==> src/rtl/keypad_pkg.sv <==
`default_nettype none
// =====================================================================
// keypad_pkg : shared sizes and snapshot helpers for the keypad scanner
// Rev 1.0
// =====================================================================
package keypad_pkg;

  localparam int KP_ROWS   = 4;
  localparam int KP_COLS   = 4;
  localparam int KP_KEYS   = 16;
  localparam int KP_CODE_W = 4;

  typedef enum logic [1:0] {
    PC_ZERO = 2'd0,
    PC_ONE  = 2'd1,
    PC_MANY = 2'd2
  } popcnt_e;

  function automatic popcnt_e popcount16(input logic [KP_KEYS-1:0] v);
    int unsigned n;
    n = 0;
    for (int i = 0; i < KP_KEYS; i++) begin
      if (v[i]) n++;
    end
    if (n == 0) return PC_ZERO;
    if (n == 1) return PC_ONE;
    return PC_MANY;
  endfunction

  // Snapshot bit index is col*4+row; the reported code is row*4+col.
  function automatic logic [KP_CODE_W-1:0] snap_to_code(input logic [KP_KEYS-1:0] v);
    logic [KP_CODE_W-1:0] idx;
    idx = '0;
    for (int i = 0; i < KP_KEYS; i++) begin
      if (v[i]) idx = KP_CODE_W'(i);
    end
    return {idx[1:0], idx[3:2]};
  endfunction

endpackage
`default_nettype wire

==> src/rtl/keypad_if.sv <==
`default_nettype none
// =====================================================================
// keypad_if : keypad matrix lines and decoded key outputs
// Rev 1.0
// =====================================================================
interface keypad_if;
  import keypad_pkg::*;

  logic [KP_ROWS-1:0]   row_in;
  logic [KP_COLS-1:0]   col_out;
  logic [KP_CODE_W-1:0] key_code;
  logic                 key_valid;
  logic                 key_held;

  modport master (
    input  row_in,
    output col_out,
    output key_code,
    output key_valid,
    output key_held
  );

  modport slave (
    output row_in,
    input  col_out,
    input  key_code,
    input  key_valid,
    input  key_held
  );

endinterface
`default_nettype wire

==> src/rtl/keypad_debounce.sv <==
`default_nettype none
// =====================================================================
// keypad_debounce : declares a 16-key snapshot stable after DEBOUNCE
//                   identical consecutive sweeps
// Rev 1.0
// =====================================================================
module keypad_debounce
  import keypad_pkg::*;
#(
  parameter int DEBOUNCE = 4
) (
  input  logic               sys_clk,
  input  logic               rst,
  input  logic               snap_done,
  input  logic [KP_KEYS-1:0] cur_snap,
  output logic [KP_KEYS-1:0] stable_snap,
  output logic               stable_upd
);

  localparam int                CNT_W    = $clog2(DEBOUNCE);
  localparam logic [CNT_W-1:0]  SAME_SAT = CNT_W'(DEBOUNCE - 1);

  logic [KP_KEYS-1:0] prev_snap;
  logic [CNT_W-1:0]   same_cnt;
  logic [CNT_W-1:0]   same_inc;
  logic               snap_eq;

  // The stable decision uses the incremented count so the snapshot that
  // completes the run is committed on the same sweep-end cycle.
  always_comb begin
    snap_eq    = (cur_snap == prev_snap);
    same_inc   = (same_cnt == SAME_SAT) ? SAME_SAT : same_cnt + CNT_W'(1);
    stable_upd = snap_done && snap_eq && (same_inc == SAME_SAT) &&
                 (cur_snap != stable_snap);
  end

  always_ff @(posedge sys_clk) begin
    if (rst) begin
      prev_snap   <= '0;
      same_cnt    <= '0;
      stable_snap <= '0;
    end else if (snap_done) begin
      same_cnt  <= snap_eq ? same_inc : '0;
      prev_snap <= cur_snap;
      if (stable_upd) begin
        stable_snap <= cur_snap;
      end
    end
  end

endmodule
`default_nettype wire

==> src/rtl/keypad_scanner.sv <==
`default_nettype none
// =====================================================================
// keypad_scanner : 4x4 matrix column scan with debounced single-press
//                  strobe and key code
// Rev 1.0
// =====================================================================
module keypad_scanner
  import keypad_pkg::*;
#(
  parameter int SCAN_DIV = 50000,
  parameter int DEBOUNCE = 4
) (
  input  logic     sys_clk,
  input  logic     rst,
  keypad_if.master bus
);

  localparam int               DIV_W    = $clog2(SCAN_DIV);
  localparam logic [DIV_W-1:0] DIV_LAST = DIV_W'(SCAN_DIV - 1);

  logic [KP_ROWS-1:0]   row_meta;
  logic [KP_ROWS-1:0]   rows_s;
  logic [DIV_W-1:0]     div_cnt;
  logic [1:0]           col_idx;
  logic [KP_KEYS-1:0]   cur_snap;
  logic [KP_KEYS-1:0]   snap_full;
  logic [KP_KEYS-1:0]   stable_snap;
  logic                 stable_upd;
  logic                 slot_end;
  logic                 snap_done;
  logic                 press_ok;
  logic [KP_CODE_W-1:0] key_code;
  logic                 key_valid;

  // snap_full is cur_snap with the active column's rows overlaid, so on the
  // column-3 sample it is the complete sweep seen by the debouncer.
  always_comb begin
    slot_end  = (div_cnt == DIV_LAST);
    snap_done = slot_end && (col_idx == 2'd3);
    snap_full = cur_snap;
    snap_full[{col_idx, 2'b00} +: KP_ROWS] = ~rows_s;
    press_ok  = stable_upd &&
                (popcount16(snap_full) == PC_ONE) &&
                (popcount16(stable_snap) == PC_ZERO);
  end

  always_ff @(posedge sys_clk) begin
    if (rst) begin
      row_meta  <= '1;
      rows_s    <= '1;
      div_cnt   <= '0;
      col_idx   <= '0;
      cur_snap  <= '0;
      key_code  <= '0;
      key_valid <= 1'b0;
    end else begin
      row_meta  <= bus.row_in;
      rows_s    <= row_meta;
      key_valid <= 1'b0;
      if (slot_end) begin
        div_cnt  <= '0;
        col_idx  <= col_idx + 2'd1;
        cur_snap <= snap_full;
      end else begin
        div_cnt <= div_cnt + DIV_W'(1);
      end
      if (press_ok) begin
        key_valid <= 1'b1;
        key_code  <= snap_to_code(snap_full);
      end
    end
  end

  keypad_debounce #(
    .DEBOUNCE (DEBOUNCE)
  ) u_debounce (
    .sys_clk     (sys_clk),
    .rst         (rst),
    .snap_done   (snap_done),
    .cur_snap    (snap_full),
    .stable_snap (stable_snap),
    .stable_upd  (stable_upd)
  );

  assign bus.col_out   = ~(4'b0001 << col_idx);
  assign bus.key_code  = key_code;
  assign bus.key_valid = key_valid;
  assign bus.key_held  = (popcount16(stable_snap) == PC_ONE);

endmodule
`default_nettype wire

==> src/flat_wrapper.sv <==
// flat-port wrapper written by rule: the top's interface ports become plain ports
module keypad_scanner_flat import keypad_pkg::*;
#(
  parameter int SCAN_DIV = 50000,
  parameter int DEBOUNCE = 4
)
  (sys_clk, rst, bus_row_in, bus_col_out, bus_key_code, bus_key_valid, bus_key_held);
  keypad_if bus_i ();
  input  logic sys_clk;
  input  logic rst;
  input wire logic [$bits(bus_i.row_in)-1:0] bus_row_in;
  output wire logic [$bits(bus_i.col_out)-1:0] bus_col_out;
  output wire logic [$bits(bus_i.key_code)-1:0] bus_key_code;
  output wire logic [$bits(bus_i.key_valid)-1:0] bus_key_valid;
  output wire logic [$bits(bus_i.key_held)-1:0] bus_key_held;
  assign bus_i.row_in = bus_row_in;
  assign bus_col_out = bus_i.col_out;
  assign bus_key_code = bus_i.key_code;
  assign bus_key_valid = bus_i.key_valid;
  assign bus_key_held = bus_i.key_held;
  keypad_scanner #(.SCAN_DIV(SCAN_DIV), .DEBOUNCE(DEBOUNCE)) u_core (.sys_clk(sys_clk), .rst(rst), .bus(bus_i));
endmodule
==> config.mk <==
export PLATFORM = sky130hd
export DESIGN_NAME = keypad_scanner_flat
export DESIGN_NICKNAME = d
export VERILOG_FILES = /design/src/rtl/keypad_pkg.sv /design/src/rtl/keypad_if.sv /design/src/rtl/keypad_debounce.sv /design/src/rtl/keypad_scanner.sv /design/src/flat_wrapper.sv
export SDC_FILE = /design/constraint.sdc
export NUM_CORES = 1
export LEC_CHECK = 0
export ABC_CLOCK_PERIOD_IN_PS = 14100
export CAP_MARGIN = 30
export CORE_ASPECT_RATIO = 0.7
export CORE_UTILIZATION = 40
export DETAILED_ROUTE_END_ITERATION = 12
export SLEW_MARGIN = 5
export SYNTH_ARGS = -nofsm -noshare
export SYNTH_HDL_FRONTEND = slang
export SYNTH_HIERARCHICAL = 1
export SYNTH_SLANG_ARGS = --single-unit
==> constraint.sdc <==
create_clock -name sys_clk -period 14.1 [get_ports sys_clk]
set_input_delay 2.82 -clock sys_clk [delete_from_list [all_inputs] [get_ports sys_clk]]
set_output_delay 2.82 -clock sys_clk [all_outputs]
set_load 0.005 [all_outputs]
==> run_results.csv <==
group,metric,value,unit
setup_path,type_of_element_capturing_the_critical_path,"output port",
power,switching_share,0.244,
route,detail_route.wl_per_cell,15.6,µm
clock_tree,ctsHtreeMaxLevel,3,
timing,final_hold_violating_endpoints,0,
global_routing,grt_antenna_before_repair,0,
placement,numPortBuffers,15,
layout,syn_to_final_growth,9.38,%
synthesis,synth_compound_gate_area_share,0.193,
synthesis,post_synth_fa_ha_maj_area_fraction,0.0587,
synthesis,ys_seq_area_frac,0.219,
setup_path,crit_path_max_incr_delay,0.52,ns
setup_path,ws_path_type,"register to output port",
placement,post_dp_cell_area,0.00779,mm²
synthesis,muxShareOfSynthArea,0.0460,
synthesis,post_synth_and_or_nand_nor_area_fraction,0.260,
clock_tree,clk_root_buffer_cell,"sky130_fd_sc_hd__clkbuf_16",
synthesis,ys_types,97,
power,internal_power,0.000405,W
timing,fin_hold_ws,0.408,ns
clock_tree,cts_num_sinks,81,
floorplan,placement_rows,41,
synthesis,synth.cell_area,0.00742,mm²
route,detailroute.via_count,6530,
timing,fmaxAchievable,78.4,MHz
clock_tree,hold_fix_buffers_at_cts,0,
synthesis,yosys_register_bits,81,
timing,setup-tns-final,0,ns
timing,min_period_over_period,0.905,
clock_tree,tritoncts.num_buffers,9,
run_status,run_status,"completed",
layout,finalInstanceArea,0.00812,mm²
global_routing,grt_pass1_vias,5677,
floorplan,core,0.0181,mm²
timing,finalCriticalPeriod,12.75,ns
power,switching_power,0.000131,W
setup_path,critical_path.startpoint_type,"register",
power,comb_power_share,0.078,
timing,clock-skew-final,0.0100,ns
placement,gp_routability_congestion,0.824,
clock_tree,cts_tree,"built",
route,drc,0,
synthesis,yosys.area_share.xor_xnor,0.177,
timing,timing.slew.headroom,0.472,
setup_path,critPathMaxFanout,6,
power,power.leakage,3.07,nW
setup_path,cp.required,11.28,ns
power,power_density,66.0,mW/mm²
clock_tree,post_cts_repair_setup_buffers,0,
floorplan,die-width,165,µm
synthesis,syn_avg_cell_area,8.05,µm²
global_routing,first_pass_grt_wire_length,29500,µm
clock_tree,clk-insertion-delay-late,0.34,ns
flow_run,drv_cap,0,
synthesis,syn_nets,962,
synthesis,gate_count_of_the_mapped_netlist,922,
synthesis,postSynth.topFlopCell,"sky130_fd_sc_hd__dfxtp_1",
synthesis,main_combinational_cell_family_by_area_after_synthesis,"simple AND/OR/NAND/NOR gates",
layout,num_antenna_cells,0,
setup_path,critPathMostFrequentCell,"sky130_fd_sc_hd__ha_1",
layout,layout-drive-gt1-share,0.0949,
timing,slew_violations,0,
floorplan,die_h,116,µm
global_routing,groute.usage.overall,0.193,
power,p_clk_frac,0.488,
floorplan,floorplan.die_area,0.0191,mm²
floorplan,start_util,0.410,
layout,finalNetCount,962,
synthesis,count_of_flip_flops_with_a_built_in_enable_after_synthesis,0,
clock_tree,postCtsResizedCells,0,
timing,rsz_0062_raised_after_global_routing,"no",
power,seq_power_share,0.433,
synthesis,yosysWarningCount,6,
power,max-vdd-ir-drop,0.0515,mV
timing,finalSetupViolCount,0,
floorplan,ioPinCount,16,
synthesis,async_reset_ff_frac,0,
route,finalWirelength,18200,µm
placement,detailedPlacementHpwl,13700,µm
setup_path,critical_path.slowest_cell,"sky130_fd_sc_hd__clkdlybuf4s50_1",
route,number_of_vias_per_cell_after_detailed_routing,5.61,
global_routing,global_route.overflow_total,0,
route,drt_pre_antenna_iters,8,
clock_tree,clkSlewWorstSetupHoldPaths,0.07,ns
layout,num-fill-cells,1760,
timing,worst-slew-pin-transition,0.789,ns
route,drt-initial-drc-count,702,
route,antenna_violating_nets_post_route,0,
global_routing,maximum_number_of_pins_on_one_net_before_global_route_repair,69,
worst_hold_path,worstHoldPathType,"register to register",
setup_path,arrival,9.93,ns
power,design_power_total,0.000535,W
clock_tree,max-clock-path-buffers,2,
[sequential cells by signal (all words and copies together) (netlist names)]
register                       cells
u_core/cur_snap                   16
u_core/div_cnt                    16
u_core/u_debounce/prev_snap       16
u_core/u_debounce/stable_snap     16
u_core/bus.key_code                4
u_core/row_meta                    4
u_core/rows_s                      4
u_core/col_idx                     2
u_core/u_debounce/same_cnt         2
u_core/bus.key_valid               1
[layout by cell type (no fill, tap or decap), types with 24 or more instances in the layout]
| cell type | count |
|---|---|
| sky130_fd_sc_hd__a21oi_1 | 32 |
| sky130_fd_sc_hd__dfxtp_1 | 81 |
| sky130_fd_sc_hd__ha_1 | 34 |
| sky130_fd_sc_hd__inv_1 | 44 |
| sky130_fd_sc_hd__mux2i_1 | 24 |
| sky130_fd_sc_hd__nand2_1 | 66 |
| sky130_fd_sc_hd__nand3_1 | 33 |
| sky130_fd_sc_hd__nand4_1 | 34 |
| sky130_fd_sc_hd__nor2_1 | 101 |
| sky130_fd_sc_hd__nor3_1 | 24 |
| sky130_fd_sc_hd__o21ai_0 | 26 |
| sky130_fd_sc_hd__xnor2_1 | 76 |
| sky130_fd_sc_hd__xor2_1 | 32 |
[stage by stage]
stage	util	cells	worst slack (ns)
3_5_place_dp	0.430	1147	1.80
3_3_place_gp	0.430	1146	2.06
2_1_floorplan	-	922	3.09
4_1_cts	0.448	1163	1.38
6_report	0.448	1163	1.35
5_1_grt	0.448	1163	0.707
[routing by layer]
| layer | wire length, µm | track usage | up-vias |
|---|---|---|---|
| met4 | 99 | 0.0281 | 0 |
| met1 | 10200 | 0.313 | 3016 |
| met5 | 0 | 0 | - |
| met3 | 953 | 0.0347 | 11 |
| met2 | 6910 | 0.258 | 141 |
| li1 | - | - | 3362 |
[worst paths after layout]
check                                                start                             endpoint  slack (ns)  cells past startpoint
max reg2reg                 u_core/col_idx[0]$_SDFFE_PP0P_  u_core/bus.key_code[3]$_SDFFE_PP0P_        1.75                     54
min reg2reg                  u_core/row_meta[1]$_SDFF_PP1_          u_core/rows_s[1]$_SDFF_PP1_        0.41                      1
min                          u_core/row_meta[1]$_SDFF_PP1_          u_core/rows_s[1]$_SDFF_PP1_        0.41                      1
max          u_core/u_debounce/stable_snap[0]$_SDFFE_PP0P_                         bus_key_held        1.35                     47
[power groups by stage]
stage               Combinational (W)  Sequential [W]  Clock (W)
finish                      0.0000420        0.000232   0.000261
global route                0.0000470        0.000232   0.000275
CTS                         0.0000420        0.000232   0.000269
detailed placement          0.0000418        0.000237          0
global placement            0.0000410        0.000237          0
floorplan                   0.0000329        0.000237          0
[critical path, delay by kind of cell (launching register included)]
| family | cells | cell delay, ns |
|---|---|---|
| flops | 1 | 0.39 |
| buf+inv | 5 | 0.81 |
| fa+ha+maj | 14 | 4.18 |
| compound gates | 12 | 2.01 |
| xor+xnor | 1 | 0.20 |
| mux | 2 | 0.55 |
| simple gates | 13 | 1.47 |
[final cells by class]
class	instances	area [µm²]	area share
sequential	81	1620	0.200
clock buffer	10	229	0.0282
inverter	48	180	0.0222
tap	236	295	0.0364
clock inverter	6	97.6	0.0120
timing repair buffer	26	228	0.0281
multi-input combinational	756	5460	0.673
[synth_stat cells, types with 9 or more instances]
cell                       count  share of area
sky130_fd_sc_hd__nor2_1      101          0.051
sky130_fd_sc_hd__dfxtp_1      81           0.22
sky130_fd_sc_hd__xnor2_1      76          0.090
sky130_fd_sc_hd__nand2_1      66          0.033
sky130_fd_sc_hd__inv_1        44          0.022
sky130_fd_sc_hd__ha_1         34          0.057
sky130_fd_sc_hd__nand4_1      34          0.029
sky130_fd_sc_hd__nand3_1      33          0.022
sky130_fd_sc_hd__a21oi_1      32          0.022
sky130_fd_sc_hd__xor2_1       32          0.038
sky130_fd_sc_hd__clkbuf_1     28          0.014
sky130_fd_sc_hd__o21ai_0      26          0.018
sky130_fd_sc_hd__nor3_1       25          0.017
sky130_fd_sc_hd__mux2i_1      24          0.032
sky130_fd_sc_hd__a211oi_1     22          0.022
sky130_fd_sc_hd__o31ai_1      22          0.022
sky130_fd_sc_hd__a31oi_1      15          0.013
sky130_fd_sc_hd__nor2b_1      15          0.013
sky130_fd_sc_hd__or2_2        14          0.012
sky130_fd_sc_hd__and2_1       13          0.011
sky130_fd_sc_hd__nor4_1        9         0.0076
sky130_fd_sc_hd__or3_1         9         0.0076
[kinds of logic after synthesis]
kind of cell             count (synthesis)
multiplexers                            31
buffers and inverters                   85
adder cells (fa/ha/maj)                 35
flip-flops                              81
XOR/XNOR                               125
AND/OR/NAND/NOR                        368
AO/OA/AOI/OAI                          197
No activity file was read; power rests on OpenSTA's default activity.
